==> src/rtl/ikbd_sci_rx_fifo.sv <==
// 8N1 serial receiver for the HD63701 SCI TX line, feeding a small byte FIFO
// read by the ACIA side. Sticky framing-error and overrun flags.
module ikbd_sci_rx_fifo #(
  parameter int DIVISOR = 256,
  parameter int DEPTH   = 4
) (
  input  logic       CLKx2,
  input  logic       RST_N,
  input  logic       RXD,
  input  logic       EN,
  output logic [7:0] DOUT,
  output logic       DVALID,
  input  logic       DREAD,
  output logic       FE,
  output logic       OVR,
  input  logic       ERR_CLR,
  output logic       BUSY
);

  localparam int CW = $clog2(DIVISOR);
  localparam int PW = $clog2(DEPTH);
  localparam logic [CW-1:0] CNT_MAX  = CW'(DIVISOR - 1);
  localparam logic [CW-1:0] CNT_HALF = CW'(DIVISOR / 2 - 1);
  localparam logic [PW:0]   CNT_FULL = (PW + 1)'(DEPTH);

  typedef enum logic [2:0] {S_IDLE, S_START, S_DATA, S_STOP, S_WAITHI} state_t;

  state_t          r_state, w_nxt_state;
  logic [CW-1:0]   r_cnt, w_nxt_cnt;
  logic [2:0]      r_idx, w_nxt_idx;
  logic [7:0]      r_shift, w_nxt_shift;
  logic            r_sync1, r_rxs, r_rxs_d;
  logic            w_push, w_fe_set;

  logic [7:0]      r_mem [DEPTH];
  logic [PW-1:0]   r_wr_ptr, r_rd_ptr;
  logic [PW:0]     r_count;
  logic [7:0]      r_dout, w_nxt_dout;
  logic            r_fe, r_ovr;
  logic            w_empty, w_full, w_pop, w_push_ok, w_ovr_set;

  // Two-flop synchronizer plus one delay stage for falling-edge detection.
  always_ff @(posedge CLKx2 or negedge RST_N) begin
    if (!RST_N) begin
      r_sync1 <= 1'b1;
      r_rxs   <= 1'b1;
      r_rxs_d <= 1'b1;
    end else begin
      r_sync1 <= RXD;
      r_rxs   <= r_sync1;
      r_rxs_d <= r_rxs;
    end
  end

  always_ff @(posedge CLKx2 or negedge RST_N) begin
    if (!RST_N) begin
      r_state <= S_IDLE;
      r_cnt   <= '0;
      r_idx   <= '0;
      r_shift <= '0;
    end else begin
      r_state <= w_nxt_state;
      r_cnt   <= w_nxt_cnt;
      r_idx   <= w_nxt_idx;
      r_shift <= w_nxt_shift;
    end
  end

  always_comb begin
    w_nxt_state = r_state;
    w_nxt_cnt   = r_cnt;
    w_nxt_idx   = r_idx;
    w_nxt_shift = r_shift;
    w_push      = 1'b0;
    w_fe_set    = 1'b0;
    case (r_state)
      S_IDLE: begin
        if (r_rxs_d && !r_rxs) begin
          w_nxt_state = S_START;
          w_nxt_cnt   = '0;
        end
      end
      S_START: begin
        if (r_cnt == CNT_HALF) begin
          w_nxt_cnt = '0;
          w_nxt_idx = '0;
          w_nxt_state = r_rxs ? S_IDLE : S_DATA;
        end else begin
          w_nxt_cnt = r_cnt + 1'b1;
        end
      end
      S_DATA: begin
        if (r_cnt == CNT_MAX) begin
          w_nxt_cnt   = '0;
          w_nxt_shift = {r_rxs, r_shift[7:1]};
          if (r_idx == 3'd7) w_nxt_state = S_STOP;
          else               w_nxt_idx   = r_idx + 3'd1;
        end else begin
          w_nxt_cnt = r_cnt + 1'b1;
        end
      end
      S_STOP: begin
        if (r_cnt == CNT_MAX) begin
          w_nxt_cnt = '0;
          if (r_rxs) begin
            w_push      = 1'b1;
            w_nxt_state = S_IDLE;
          end else begin
            w_fe_set    = 1'b1;
            w_nxt_state = S_WAITHI;
          end
        end else begin
          w_nxt_cnt = r_cnt + 1'b1;
        end
      end
      S_WAITHI: begin
        if (r_rxs) w_nxt_state = S_IDLE;
      end
      default: w_nxt_state = S_IDLE;
    endcase
    // Disabling drops any frame in progress, including one finishing this edge.
    if (!EN) begin
      w_nxt_state = S_IDLE;
      w_nxt_cnt   = '0;
      w_push      = 1'b0;
      w_fe_set    = 1'b0;
    end
  end

  assign w_empty   = (r_count == '0);
  assign w_full    = (r_count == CNT_FULL);
  assign w_pop     = DREAD && !w_empty;
  assign w_push_ok = w_push && (!w_full || w_pop);
  assign w_ovr_set = w_push && w_full && !w_pop;

  // Head register tracks the entry that will be at the read pointer after this edge.
  always_comb begin
    w_nxt_dout = r_dout;
    if (w_empty) begin
      if (w_push_ok) w_nxt_dout = r_shift;
    end else if (w_pop) begin
      if (r_count == (PW + 1)'(1)) begin
        if (w_push_ok) w_nxt_dout = r_shift;
      end else begin
        w_nxt_dout = r_mem[r_rd_ptr + PW'(1)];
      end
    end
  end

  always_ff @(posedge CLKx2) begin
    if (w_push_ok) r_mem[r_wr_ptr] <= r_shift;
  end

  always_ff @(posedge CLKx2 or negedge RST_N) begin
    if (!RST_N) begin
      r_wr_ptr <= '0;
      r_rd_ptr <= '0;
      r_count  <= '0;
      r_dout   <= '0;
      r_fe     <= 1'b0;
      r_ovr    <= 1'b0;
    end else begin
      r_dout <= w_nxt_dout;
      if (w_push_ok) r_wr_ptr <= r_wr_ptr + PW'(1);
      if (w_pop)     r_rd_ptr <= r_rd_ptr + PW'(1);
      case ({w_push_ok, w_pop})
        2'b10:   r_count <= r_count + 1'b1;
        2'b01:   r_count <= r_count - 1'b1;
        default: r_count <= r_count;
      endcase
      if (w_fe_set)     r_fe <= 1'b1;
      else if (ERR_CLR) r_fe <= 1'b0;
      if (w_ovr_set)    r_ovr <= 1'b1;
      else if (ERR_CLR) r_ovr <= 1'b0;
    end
  end

  assign DOUT   = r_dout;
  assign DVALID = !w_empty;
  assign FE     = r_fe;
  assign OVR    = r_ovr;
  assign BUSY   = (r_state != S_IDLE);

endmodule

==> config.mk <==
export PLATFORM = sky130hd
export DESIGN_NAME = ikbd_sci_rx_fifo
export DESIGN_NICKNAME = d
export VERILOG_FILES = /design/src/rtl/ikbd_sci_rx_fifo.sv
export SDC_FILE = /design/constraint.sdc
export NUM_CORES = 1
export LEC_CHECK = 0
export CORE_ASPECT_RATIO = 1.5
export CORE_UTILIZATION = 48
export CTS_BUF_LIST = sky130_fd_sc_hd__clkbuf_4
export DETAILED_ROUTE_END_ITERATION = 12
export HOLD_SLACK_MARGIN = 0.02
export PLACE_DENSITY = 0.77
export SLEW_MARGIN = 5
export SYNTH_ARGS = -nofsm -noshare
export SYNTH_HDL_FRONTEND = slang
export SYNTH_SLANG_ARGS = --single-unit
==> constraint.sdc <==
create_clock -name CLKx2 -period 2.3 [get_ports CLKx2]
set_clock_uncertainty 0.05 [all_clocks]
set_input_delay 0.46 -clock CLKx2 [delete_from_list [all_inputs] [get_ports CLKx2]]
set_output_delay 0.46 -clock CLKx2 [all_outputs]
set_load 0.05 [all_outputs]
==> flow_summary.json <==
{
  "status": "finished, final reports clean",
  "cts.clk_slew.worst_paths_ns": 0.12,
  "hold_ws_ns": 0.0469,
  "vias": 2058,
  "area_growth_pct": 19.1,
  "cts_buffers": 9,
  "synthSimpleGateAreaFrac": 0.109,
  "path_buf_inv": 0,
  "finalNonFillerCells": 362,
  "fin_crit_ns": 2.22,
  "synthTopCellsByCount": "39 x dfrtp_1, 32 x edfxtp_1, 12 x ha_1, 12 x inv_1",
  "finalMaxSlewViolations": 0,
  "initial_core_util": 0.504,
  "port_buffers": 17,
  "required_ns": 2.56,
  "fin_nets": 299,
  "synth_edf_count": 32,
  "drt_wl_total_mm": 6.19,
  "cts_htree_levels": 3,
  "ys_ff_latch": 74,
  "path_cells": "nand4b_1, or4_4, or4_4, o221a_1",
  "yosysSeqAreaShare": 0.609,
  "grt_pass1_vias": 2192,
  "cts_root_buf": "clkbuf_4",
  "synth_top_area_frac": 0.295,
  "place_area_um2": 3770,
  "r2r_slack_ns": 0.08,
  "ys.flop_type": "dfrtp_1",
  "total_power_uw": 2340,
  "synth.area.top_cells": "dfrtp_1 29%, edfxtp_1 29%, mux4_2 5.4%, ha_1 4.5%, mux2_2 3.7%",
  "yosys.cell_types.count": 45,
  "cp-start-kind": "register",
  "die_y_um": 104,
  "fmax_mhz": 450,
  "tritoncts": "built",
  "grt_pass1_wl_mm": 10.4,
  "powerDensity_nw_per_um2": 594,
  "grt_max_degree": 43,
  "routed.top_layer": "met4",
  "wl_met1_mm": 2.43,
  "grtUsageTotal": 0.189,
  "wl_per_cell_um": 17.1,
  "ant_nets": 0,
  "clock_sinks": 74,
  "grt_overflow_total": 0,
  "max_cap_violations": 0,
  "cp.arrival_ns": 2.48,
  "holdBufCountCts": 0,
  "hp-class": "input port to asynchronous set/reset pin",
  "crit_top_cell": "or4_4",
  "clk_path_buf_depth": 2,
  "antenna_found_initial": 0,
  "final_min_period_over_clock_period": 0.966,
  "row_count": 36,
  "dieArea_um2": 7240,
  "syn_avg_cell_area_um2": 14.2,
  "end_kind": "register",
  "synthAdderAreaFrac": 0.0453,
  "n_antenna_cell": 0,
  "slowest_delay_ns": 0.58,
  "final_util": 0.600,
  "syn_area_um2": 3310,
  "critical_path.max_fanout": 8,
  "boundaryPins": 18,
  "met2WireLength_mm": 3.42,
  "synth_top_family_by_area": "simple AND/OR/NAND/NOR gates",
  "crit_family": "simple AND/OR/NAND/NOR gates",
  "drcViolationCount": 0,
  "yosys_warnings": 0,
  "synth_compound_area_frac": 0.0873,
  "r2r_end": "DOUT[2]",
  "drive_gt1_frac": 0.287,
  "syn_inst": 234,
  "synth.net_count": 252,
  "dr.pass1.iters": 4,
  "dpl.hpwl_mm": 4.38,
  "synth_mux_area_frac": 0.104,
  "synth-xor-area-share": 0.0185,
  "leakage_uw": 0.00167,
  "die_w_um": 69.8,
  "fill_cells": 516,
  "dpl.cell_count": 346,
  "slowest_stage": "or4_4",
  "viasPerCell": 5.69,
  "initialDrtViolationCount": 87,
  "path_class": "register to register",
  "async_flop_share": 0.568,
  "rsz0062_at_grt": "false",
  "met3_length_um": 195,
  "r2r_cells": 4,
  "yosysMostFrequentCell": "dfrtp_1",
  "synth_top_area_cell": "dfrtp_1",
  "gp_congestion": 0.865,
  "vdd_drop_max_uv": 311,
  "coreArea_um2": 6580,
  "relSlewSlack": 0.623,
  "final_cell_area_um2": 3940,
  "worst_slew_pin_slew_ns": 0.562,
  "setup_viol": 0,
  "hold_violations": 0,
  "r2r_start": "r_state[2]",
  "clock_latency_ns": 0.42
}
worst max path at each step:
stage               endpoint  startpoint  depth (start not counted)  slack, ns
finish               DOUT[2]  r_state[2]                          4       0.08
floorplan            DOUT[1]  r_count[0]                          7     -0.009
detailed placement   DOUT[5]          EN                          5      -0.38
CTS                  DOUT[2]    r_cnt[1]                          5       0.02
global route            BUSY  r_state[2]                          2       0.04
global placement     DOUT[5]          EN                          5      -0.34
kinds of logic after synthesis:
kind of cell,Yosys count
compound gates,33
flops,74
mux,23
fa+ha+maj,12
xor+xnor,7
buf+inv,20
simple gates,65
through the flow:
stage	TNS [ns]	setup WS [ns]
finish	0	0.0775
global route	0	0.0438
CTS	0	0.0212
detailed placement	-14.51	-0.378
global placement	-13.29	-0.344
floorplan	-0.0700	-0.00876
final cells by class:
class | instances | area, µm² | area share
inverter | 12 | 45.0 | 0.0114
clock buffer | 9 | 67.6 | 0.0171
multi-input combinational | 140 | 1220 | 0.311
clock inverter | 7 | 93.8 | 0.0238
sequential | 74 | 2020 | 0.511
tap | 76 | 95.1 | 0.0241
timing repair buffer | 44 | 402 | 0.102
cell usage in the layout (no fill, tap or decap), types with 6 or more instances in the layout:
cell,n
mux4_2,8
clkbuf_4,9
and2_1,10
buf_4,25
or2_2,9
edfxtp_1,32
nor2_1,11
dfrtp_1,39
inv_1,12
ha_1,10
mux2_2,11
a22o_1,6
o221a_1,8
nand2_1,11
clkdlybuf4s50_1,14
registers in the layout (all words and copies together) (netlist names):
register  flops
r_mem        32
r_shift       8
OVR           1
r_rd_ptr      2
r_sync1       1
r_wr_ptr      2
r_cnt         8
DOUT          8
r_count       3
FE            1
r_state       3
r_idx         3
r_rxs         1
r_rxs_d       1
repair_timing:
action,CTS,global route
setup endpoints to repair,1,38
gates resized for setup,1,4
buffers inserted,0,0
pin swaps,0,5
power by group:
| group | switching, µW | internal (µW) | total [µW] |
|---|---|---|---|
| registers | 3.62 | 1380 | 1380 |
| logic | 43.5 | 26.2 | 69.8 |
| clock network | 455 | 439 | 894 |
routing by layer:
metal | track usage | vias up
met1 | 0.208 | 1036
met5 | 0 | -
met2 | 0.335 | 40
li1 | - | 969
met4 | 0.0929 | 0
met3 | 0.0457 | 13
No activity file was read; power rests on OpenSTA's default activity.
